## src/rtl/pb_io_bank.sv

```systemverilog
// pb_io_bank: parametrised KCPSM6 I/O register bank with readback and a latched, maskable interrupt
module pb_io_bank #(
    parameter int          NUM_IN      = 16,
    parameter int          NUM_OUT     = 16,
    parameter logic [7:0]  IN_BASE     = 8'h00,
    parameter logic [7:0]  OUT_BASE    = 8'h00,
    parameter logic [7:0]  INTCTL_ADDR = 8'hFF,
    parameter bit          READBACK    = 1'b1,
    parameter bit          INT_EDGE    = 1'b1,
    parameter logic [7:0]  OUT_RST_VAL = 8'h00
) (
    input  logic                   sysclk,
    input  logic                   sysreset,
    input  logic [7:0]             port_id,
    input  logic                   write_strobe,
    input  logic                   read_strobe,
    input  logic [7:0]             io_data_in,
    output logic [7:0]             io_data_out,
    input  logic [8*NUM_IN-1:0]    in_bus,
    output logic [8*NUM_OUT-1:0]   out_bus,
    output logic [NUM_OUT-1:0]     out_wr,
    input  logic                   interrupt_request,
    input  logic                   interrupt_ack,
    output logic                   interrupt
);
    typedef enum logic {IDLE, ASSERTED} state_t;
    localparam logic [8:0] IN_END  = {1'b0, IN_BASE} + 9'(NUM_IN);
    localparam logic [8:0] OUT_END = {1'b0, OUT_BASE} + 9'(NUM_OUT);
    logic [NUM_OUT-1:0][7:0] out_q, out_d;
    logic [NUM_OUT-1:0]      out_wr_q, out_wr_d;
    logic [7:0]              rdata_q, rdata_d, in_val, rb_val, in_off, out_off;
    logic                    en_q, en_d, pend_q, pend_d, req_q;
    logic                    in_hit, out_hit, ctl_hit, ctl_wr, evt, ack;
    state_t                  state_q, state_d;
    logic                    unused_read_strobe;
    assign unused_read_strobe = read_strobe;
    always_comb begin
        in_hit  = {1'b0, port_id} >= {1'b0, IN_BASE} && {1'b0, port_id} < IN_END;
        out_hit = {1'b0, port_id} >= {1'b0, OUT_BASE} && {1'b0, port_id} < OUT_END;
        ctl_hit = port_id == INTCTL_ADDR;
        ctl_wr  = write_strobe && ctl_hit;
        in_off  = port_id - IN_BASE;
        out_off = port_id - OUT_BASE;
        out_d    = out_q;
        out_wr_d = '0;
        in_val   = 8'h00;
        rb_val   = 8'h00;
        for (int i = 0; i < NUM_OUT; i++) begin
            if (write_strobe && out_hit && !ctl_hit && out_off == 8'(i)) begin
                out_d[i]    = io_data_in;
                out_wr_d[i] = 1'b1;
            end
            if (out_off == 8'(i)) rb_val = out_q[i];
        end
        for (int j = 0; j < NUM_IN; j++)
            if (in_off == 8'(j)) in_val = in_bus[8*j +: 8];
        rdata_d = ctl_hit ? {6'b0, pend_q, en_q} :
                  in_hit ? in_val :
                  (out_hit && READBACK) ? rb_val : 8'h00;
        // A fresh event always wins over ack or write-1-to-clear so none is lost
        evt     = INT_EDGE ? interrupt_request & ~req_q : interrupt_request;
        ack     = interrupt_ack && state_q == ASSERTED;
        en_d    = ctl_wr ? io_data_in[0] : en_q;
        pend_d  = evt | (pend_q & ~ack & ~(ctl_wr & io_data_in[1]));
        state_d = state_q == IDLE ? ((pend_q && en_q) ? ASSERTED : IDLE) :
                  ((ack || !en_d) ? IDLE : ASSERTED);
    end
    always_ff @(posedge sysclk) begin
        if (sysreset) begin
            out_q    <= {NUM_OUT{OUT_RST_VAL}};
            out_wr_q <= '0;
            rdata_q  <= 8'h00;
            en_q     <= 1'b0;
            pend_q   <= 1'b0;
            req_q    <= 1'b0;
            state_q  <= IDLE;
        end else begin
            out_q    <= out_d;
            out_wr_q <= out_wr_d;
            rdata_q  <= rdata_d;
            en_q     <= en_d;
            pend_q   <= pend_d;
            req_q    <= interrupt_request;
            state_q  <= state_d;
        end
    end
    assign out_bus     = out_q;
    assign out_wr      = out_wr_q;
    assign io_data_out = rdata_q;
    assign interrupt   = state_q == ASSERTED;
endmodule
```

## config.mk

```make
export PLATFORM = sky130hd
export DESIGN_NAME = pb_io_bank
export DESIGN_NICKNAME = d
export VERILOG_FILES = /design/src/rtl/pb_io_bank.sv
export SDC_FILE = /design/constraint.sdc
export NUM_CORES = 1
export LEC_CHECK = 0
export ABC_CLOCK_PERIOD_IN_PS = 2500
export BUFFER_PORTS_ARGS = -buffer_cell sky130_fd_sc_hd__buf_2
export CAP_MARGIN = 20
export CELL_PAD_IN_SITES_DETAIL_PLACEMENT = 2
export CELL_PAD_IN_SITES_GLOBAL_PLACEMENT = 2
export CORE_MARGIN = 2
export CORE_UTILIZATION = 26
export DETAILED_ROUTE_END_ITERATION = 8
export PLACE_DENSITY_LB_ADDON = 0.1
export SLEW_MARGIN = 20
export SYNTH_ARGS = -nofsm -noshare
export SYNTH_HDL_FRONTEND = slang
export SYNTH_SLANG_ARGS = --single-unit
```

## constraint.sdc

```tcl
create_clock -name sysclk -period 2.5 [get_ports sysclk]
set_input_delay 0.5 -clock sysclk [delete_from_list [all_inputs] [get_ports sysclk]]
set_output_delay 0.5 -clock sysclk [all_outputs]
set_load 0.03 [all_outputs]
```

# == Word level (Yosys, flattened, before mapping) ==
# Index checks and enable logic that the tools add are counted.
# op_classes
n_addsub,0
multipliers,0
n_div,0
n_lt_le_gt_ge,1
eq_ne,16
shifts,0
n_mux,38
bitwise,9
n_reduce_logical,26
# op_table
op,n
8-bit 2-to-1 mux,16
8-bit by 4-bit == test with 1-bit output (second input constant),8
8-bit by 3-bit == test with 1-bit output (second input constant),4
1-bit logical AND,21
1-bit 2-to-1 mux,20
8-bit by 2-bit == test with 1-bit output (second input constant),2
8-bit by 1-bit == test with 1-bit output (second input constant),1
8-bit == test (second input constant),1
8-bit logical NOT,1
8-bit by 5-bit < comparator with 1-bit output (second input constant),1
1-bit bitwise AND,4
2-bit 2-to-1 mux,2
1-bit NOT,4
3-bit OR reduction,1
1-bit logical NOT,2
1-bit logical OR,1
1-bit OR,1
# totals
register_bits,156
latch_bits,0
ram_bits,0
romBits,0
in_bits,150
mem_count,0

# == Longest topological paths before layout ==
# Gate-level depths: netlist of run 1.
# depth
ltp_word,19
mapped_depth,9
ltp_nobuf,5

# == Worst setup path after synthesis of run 1 ==
# No wires, ideal clock.
# synth_timing
path_kind,in2reg
start,in port_id[7]
end,reg rdata_q[3] (netlist: io_data_out[3])
setup_ns,0.123
t_arrival_ns,2.133
required_time_ns,2.377
path_slack_ns,0.244
stages,6
n_path_buf,2
cell_sequence,or4_1 buf_2 buf_6 or4_1 a311oi_1 nor3_1
# synth_between
elab_chain_cells,17
# synth_rtl
element,line_no,rtl
from (decl),14,"input logic [7:0] port_id,"
8-bit logical NOT,"53, 56",
8-bit 2-to-1 mux (16 in series),56,if (in_off == 8'(j)) in_val = in_bus[8*j +: 8];
to (signal assigned),80,rdata_q <= rdata_d;
to (decl),31,"logic [7:0] rdata_q, rdata_d, in_val, rb_val, in_off, out_off;"
# Several ways; a longest one is shown, not always the timed one.
# A chain may end at the register's enable or synchronous reset.

# == Final worst setup path of run 1 ==
# layout_timing
start,in port_id[7]
end,reg out_q (netlist bit out_bus[24])
# layout_between
elab_chain_cells,4
# layout_rtl
element,line_no,rtl
8-bit by 5-bit < comparator with 1-bit output or 8-bit == test (tied branches),"39, 40",
1-bit logical AND or 1-bit logical NOT (tied branches),49,if (write_strobe && out_hit && !ctl_hit && out_off == 8'(i)) begin
1-bit logical AND,49,
1-bit logical AND (*),49,
to (signal assigned),70,out_q <= {NUM_OUT{OUT_RST_VAL}};
to (signal assigned),78,out_q <= out_d;
to (decl),29,"logic [NUM_OUT-1:0][7:0] out_q, out_d;"
# Every way passes the cells marked *; elsewhere a longest branch is shown, timed or not.

==> results of run 1 <==
-- synthesized netlist by cell type, drive strengths merged, types with 3 or more instances --
cell type  instances
a211oi             3
a21boi             4
a21oi            103
a22o               4
a22oi              4
a311oi             3
and2               4
buf               28
clkbuf            49
dfxtp            156
inv                6
mux2               4
mux2i             52
mux4               7
nand2            127
nand2b             9
nand3             86
nand4              3
nor2              87
nor2b              6
nor3              13
nor4               3
o21ai             22
o221ai             6
o22ai              8
o2bb2ai            5
or4                3
-- registers in the layout (all words and copies together), names as in the netlist --
| register | count |
|---|---|
| io_data_out | 8 |
| interrupt | 1 |
| out_bus | 128 |
| en_q | 1 |
| out_wr | 16 |
| req_q | 1 |
| pend_q | 1 |
-- where the power goes --
group | leakage (nW) | switching (mW) | total, mW | internal (mW)
registers | 1.26 | 0.00102 | 2.49 | 2.49
clock network | 0.286 | 1.28 | 2.63 | 1.35
logic | 2.90 | 0.278 | 0.464 | 0.186
total | 4.44 | 1.56 | 5.58 | 4.02
-- path summary, 6_finish.rpt --
kind              cells after the start          end
setup / recovery                      9  out_bus[24]
hold reg to reg                       2  out_bus[97]
setup reg to reg                      3    interrupt
hold / removal                        2         en_q
-- area by class of cell --
| type | instances | area, um2 |
|---|---|---|
| antenna | 4 | 10.0 |
| clock buffer | 17 | 425 |
| clock inverter | 15 | 169 |
| fill | 3090 | 16500 |
| inverter | 6 | 22.5 |
| multi-input combinational | 593 | 3420 |
| sequential | 156 | 3120 |
| tap | 335 | 419 |
| timing repair buffer | 355 | 2030 |
-- through the flow --
stage                     hold slack, ns  setup WS, ns
after floorplan                    0.446         0.244
after detailed placement           0.448       -0.0845
after global placement             0.439       -0.0169
after CTS                          0.306         0.366
final                              0.323         0.406
after global routing               0.317         0.231
-- worst max-delay path, stage by stage --
cell	delay (ns)
buf_2	0.10
or4_1	0.58
buf_12	0.19
nor3_2	0.15
buf_4	0.28
nand3_1	0.12
buf_4	0.21
mux2i_1	0.17
nor2_1	0.06
-- cells by family (layout without fill, tap and decap cells) --
logic type / after synthesis / in the layout / share of synthesized area
AO/OA/AOI/OAI: 181 / 181 / 0.156
buffers and inverters: 83 / 393 / 0.0559
flip-flops: 156 / 156 / 0.451
multiplexers: 63 / 63 / 0.105
other: 0 / 4 / 0
AND/OR/NAND/NOR: 349 / 349 / 0.232
-- layer usage --
| layer | track usage | part of all wire | vias to the layer above | wire [um] |
|---|---|---|---|---|
| met3 | 0.0565 | 0.056 | 37 | 1740 |
| met4 | 0.0601 | 0.020 | 0 | 605 |
| met1 | 0.284 | 0.45 | 3619 | 14000 |
| met2 | 0.367 | 0.47 | 178 | 14700 |
| li1 | - | - | 3502 | - |
| met5 | 0 | 0 | - | 0 |
==> results by group, run 1 <==
Yosys
  – Mean Syn Cell Area: 8.32 um2
  – Yosys Warn Count: 0
  – Synth async-reset ratio: 0
  – Yosys top cell area share: 0.451
  – Post-synth EDFFs: 0
  – Synth area leaders: dfxtp_1, mux2i_1, a21oi_1, nand2_1, nand3_1
  – Most common flop cell mapped by yosys: dfxtp_1
  – Register area share after synthesis: 0.451
  – Post-synthesis cell type count: 57
  – Post-Syn Area: 0.00692 mm2
  – Synth area leader: dfxtp_1
  – Synthesized instance count: 832
  – Seq cells post-synth: 156
  – Post-synthesis net count: 982

Place
  – Placer Congestion: 0.852
  – Dpl cells: 1445
  – Dpl hpwl: 22400 um
  – Dpl cell area: 0.00901 mm2
  – Buffers on Ports: 301

STA
  – Min Tclk post-route: 2.09 ns
  – RSZ-0062 raised after global routing: false
  – Setup tns final: 0 ns
  – Fmax: 478 MHz
  – Final setup viols: 0
  – Max Clock Skew: 0.00866 ns
  – Slew margin rel.: 0.420
  – Final-report hold violation count: 0
  – Worst Max-Slew Pin Slew: 0.870 ns
  – Fin crit share: 0.838
  – Final Slew Violations: 0

Clocking
  – TritonCTS Buffers: 17
  – Clock sink count: 156
  – Clk root buf: clkbuf_16
  – Reg clk slew, reported paths: 0.07 ns
  – Latest clock arrival within the worst-skew pair: 0.43 ns
  – CTS tree: done
  – Post-CTS Resized: 0
  – Maximum clock insertion buffer count: 2
  – H-tree depth: 4
  – # hold bufs at CTS: 0
  – Setup bufs post-CTS: 0

Critical path
  – CP Launch Type: input pin
  – Reg-to-reg slack, setup: 1.62 ns
  – WP data arrival: 2.38 ns
  – Worst-path fanout max: 19
  – Critical Path Start: port_id[7]
  – Kind of critical path: in2reg
  – Reg2reg start: en_q
  – Crit. End Element: flip-flop
  – Data required time of the critical path: 2.79 ns

Floorplan
  – Core box area: 0.0261 mm2
  – Initial Util: 0.265
  – Die width: 167 um
  – Die Area: 0.0279 mm2
  – Die height: 167 um
  – Ports: 303
  – # rows: 59

Global route
  – Largest net degree at the start of global routing: 82
  – Total Routing Usage GR: 0.220
  – Vias in the first global route: 7878
  – GRT Residual Overflow: 0
  – Initial antenna violation count: 4
  – First-pass GRT wire length: 47400 um

Drt
  – Via count: 7336
  – Routed wire length: 31000 um
  – DRT Pass-1 Iters: 8
  – DRT iter0 DRCs: 399
  – Via/cell ratio: 4.95
  – Remaining antenna violation count: 0
  – WL per Instance: 20.9 um
  – Residual DRC count: 16

Job
  – Max-Cap Viols: 0

Final layout
  – Final design area excluding fillers: 0.00961 mm2
  – Finished Layout Cells: 1481
  – Most frequent cells in the layout: buf_2, dfxtp_1, nand2_1
  – Area grow syn2layout: 38.9%
  – Nets: 1279
  – Share of cells above drive strength 1: 0.368
  – Commonest non-fill, non-tap cell in the layout: buf_2
  – Final Util: 0.368

Outcome
  – Failing checks: design-rule violations
  – Status: finished with violations

Min path
  – Startpoint of the worst hold path: sysreset
  – HP Class: in2reg

Pwr
  – Lkg Pwr: 4.44 nW
  – Tot Pwr: 5.58 mW
  – VDD IR max: 0.320 mV
  – Power density over the cells: 581 mW/mm2
No activity file was read; power rests on OpenSTA's default activity.
==> run 2: changes to the inputs <==
ABC_CLOCK_PERIOD_IN_PS = 1900   (was 2500)
CORE_UTILIZATION = 23   (was 26)
clock period = 1.9 ns   (was 2.5 ns; I/O delays follow)
==> results by group, run 2 (synthesis gave the netlist of run 1 again) <==
Critical path
  – R2R cell count: 3 (unchanged)
  – Reg-to-reg slack, setup: 1.03 ns (was 1.62 ns)
  – Buffers & Inverters on Critical Path: 3 (was 4)
  – Crit. End Element: flip-flop (unchanged)
  – Reg2reg start: pend_q (was en_q)
  – Slowest CP cell: or4_4 (was or4_1)
  – R2r endpoint: io_data_out[1] (was interrupt)
  – WP data arrival: 2.16 ns (was 2.38 ns)
  – Kind of critical path: in2reg (unchanged)
  – Data required time of the critical path: 2.22 ns (was 2.79 ns)
  – Worst-path fanout max: 7 (was 19)
  – Worst path top cell family by delay: simple AND/OR/NAND/NOR gates (unchanged)
  – CP Launch Type: input pin (unchanged)
  – Crit-path cells: buf_2, or4_4, buf_12, nor3_4, buf_6, a22o_1, a31oi_1, a211oi_1 (was buf_2, or4_1, buf_12, nor3_2, buf_4, nand3_1, buf_4, mux2i_1, nor2_1)
  – Worst path max stage delay: 0.62 ns (was 0.58 ns)

Clocking
  – Latest clock arrival within the worst-skew pair: 0.41 ns (was 0.43 ns)
  – TritonCTS Buffers: 17 (unchanged)
  – Clk root buf: clkbuf_16 (unchanged)
  – Maximum clock insertion buffer count: 2 (unchanged)
  – CTS tree: done (unchanged)
  – H-tree depth: 4 (unchanged)
  – Clock sink count: 156 (unchanged)
  – Reg clk slew, reported paths: 0.07 ns (about the same)

Drt
  – Via/cell ratio: 4.70 (was 4.95)
  – Via count: 7466 (was 7336)
  – Remaining antenna violation count: 0 (unchanged)
  – Residual DRC count: 0 (was 16)
  – WL per Instance: 20.5 um (was 20.9 um)
  – Routed wire length: 32500 um (was 31000 um)
  – DRT Pass-1 Iters: 4 (was 8)
  – DRT iter0 DRCs: 313 (was 399)

Min path
  – Worst hold stages: 2 (unchanged)
  – Hold endpoint: en_q (unchanged)
  – HP Class: in2reg (unchanged)
  – Startpoint of the worst hold path: sysreset (unchanged)

STA
  – Slew margin rel.: 0.386 (was 0.420)
  – Final Slew Violations: 0 (unchanged)
  – Final setup viols: 0 (unchanged)
  – Slack of the critical path: 0.0614 ns (was 0.406 ns)
  – RSZ-0062 raised after global routing: false (unchanged)
  – Setup tns final: 0 ns (unchanged)
  – Min Tclk post-route: 1.84 ns
  – Max Clock Skew: 0.00341 ns (was 0.00866 ns)
  – Final-report hold violation count: 0 (unchanged)
  – Fin crit share: 0.968
  – Fmax: 544 MHz
  – Worst Max-Slew Pin Slew: 0.920 ns (was 0.870 ns)

Place
  – Dpl cells: 1548 (was 1445)
  – Dpl ws: -0.452 ns (was -0.0845 ns)
  – Placer Congestion: 0.843 (was 0.852)
  – Buffers on Ports: 301 (unchanged)
  – Dpl hpwl: 24200 um (was 22400 um)
  – Dpl cell area: 0.00956 mm2 (was 0.00901 mm2)

Floorplan
  – Ports: 303 (unchanged)
  – Die Area: 0.0315 mm2 (was 0.0279 mm2)
  – # rows: 63 (was 59)
  – Die width: 177 um (was 167 um)
  – Initial Util: 0.233 (was 0.265)
  – Core box area: 0.0296 mm2 (was 0.0261 mm2)
  – Die height: 177 um (was 167 um)

Final layout
  – Finished Layout Cells: 1588 (was 1481)
  – Commonest non-fill, non-tap cell in the layout: buf_2 (unchanged)
  – Sequential cell area: 0.00312 mm2 (unchanged)
  – Final Util: 0.344 (was 0.368)
  – Final design area excluding fillers: 0.0102 mm2 (was 0.00961 mm2)
  – FILL cells: 3519 (was 3090)
  – Most frequent cells in the layout: buf_2, dfxtp_1, nand2_1 (unchanged)
  – Area of the multi-input gates: 0.00344 mm2 (was 0.00342 mm2)
  – Area grow syn2layout: 47.2% (was 38.9%)
  – Share of cells above drive strength 1: 0.395 (was 0.368)
  – Largest register FFs: 128 (unchanged)
  – Nets: 1329 (was 1279)

Global route
  – Total Routing Usage GR: 0.205 (was 0.220)
  – GRT Residual Overflow: 0 (unchanged)
  – Largest net degree at the start of global routing: 84 (was 82)
  – Initial antenna violation count: 6 (was 4)
  – First-pass GRT wire length: 49000 um (was 47400 um)
  – Vias in the first global route: 8031 (was 7878)

Pwr
  – Power density over the cells: 715 mW/mm2 (was 581 mW/mm2)
  – VDD IR max: 0.568 mV (was 0.320 mV)
  – Lkg Pwr: 4.71 nW (was 4.44 nW)

Outcome
  – Status: complete, no violations (was finished with violations)

Job
  – Max-Cap Viols: 0 (unchanged)
## run 2: worst max-delay path by stage
stage / from / end / slack, ns / depth (start not counted)
floorplan: port_id[7] / io_data_out[3] / -0.19 / 6
finish: port_id[7] / io_data_out[6] / 0.06 / 8
CTS: port_id[7] / out_bus[87] / 0.04 / 8
global placement: port_id[7] / io_data_out[5] / -0.43 / 8
detailed placement: port_id[7] / out_bus[87] / -0.45 / 8
global route: port_id[7] / io_data_out[5] / 0.01 / 8
## run 2: report_power, final
part | switching, mW | leakage [nW] | internal [mW]
sequential | 0.00139 | 1.26 | 3.27
combinational | 0.382 | 3.18 | 0.297
clock | 1.57 | 0.272 | 1.76
## run 2: per-layer routing
layer	up-vias	global-route usage	routed length [um]
li1	3602	-	-
met1	3686	0.271	15200
met2	167	0.344	15500
met3	11	0.0433	1530
met4	0	0.0406	246
met5	-	0	0
## run 2: worst reg2reg max path, delay by kind of cell (launching register included)
kind | cells | cell delay [ns]
flip-flops | 1 | 0.30
AO/OA/AOI/OAI | 2 | 0.32
AND/OR/NAND/NOR | 1 | 0.16
## run 2: through the flow
| step | hold WS (ns) | power, mW |
|---|---|---|
| after floorplan | 0.446 | 3.64 |
| after CTS | 0.208 | 7.44 |
| after global placement | 0.440 | 4.03 |
| after detailed placement | 0.449 | 4.03 |
| after global routing | 0.226 | 7.62 |
| final | 0.227 | 7.29 |
## run 2: timing repair
| action | 4_1_cts | 5_1_grt |
|---|---|---|
| endpoints found under the hold margin | 0 | 0 |
| setup buffers | 0 | 1 |
| cloned | 0 | 1 |
| hold buffers | 0 | 0 |
| gates resized for setup | 1 | 4 |
| setup endpoints to repair | 1 | 32 |
| pin swaps | 0 | 1 |
## run 2: layout make-up
class,count,area share
Sequential cell,156,0.307
Inverter,6,0.00221
Clock inverter,14,0.0123
Clock buffer,18,0.0431
Tap cell,390,0.0479
Timing Repair Buffer,405,0.249
Multi-Input combinational cell,593,0.338
Antenna cell,6,0.00147
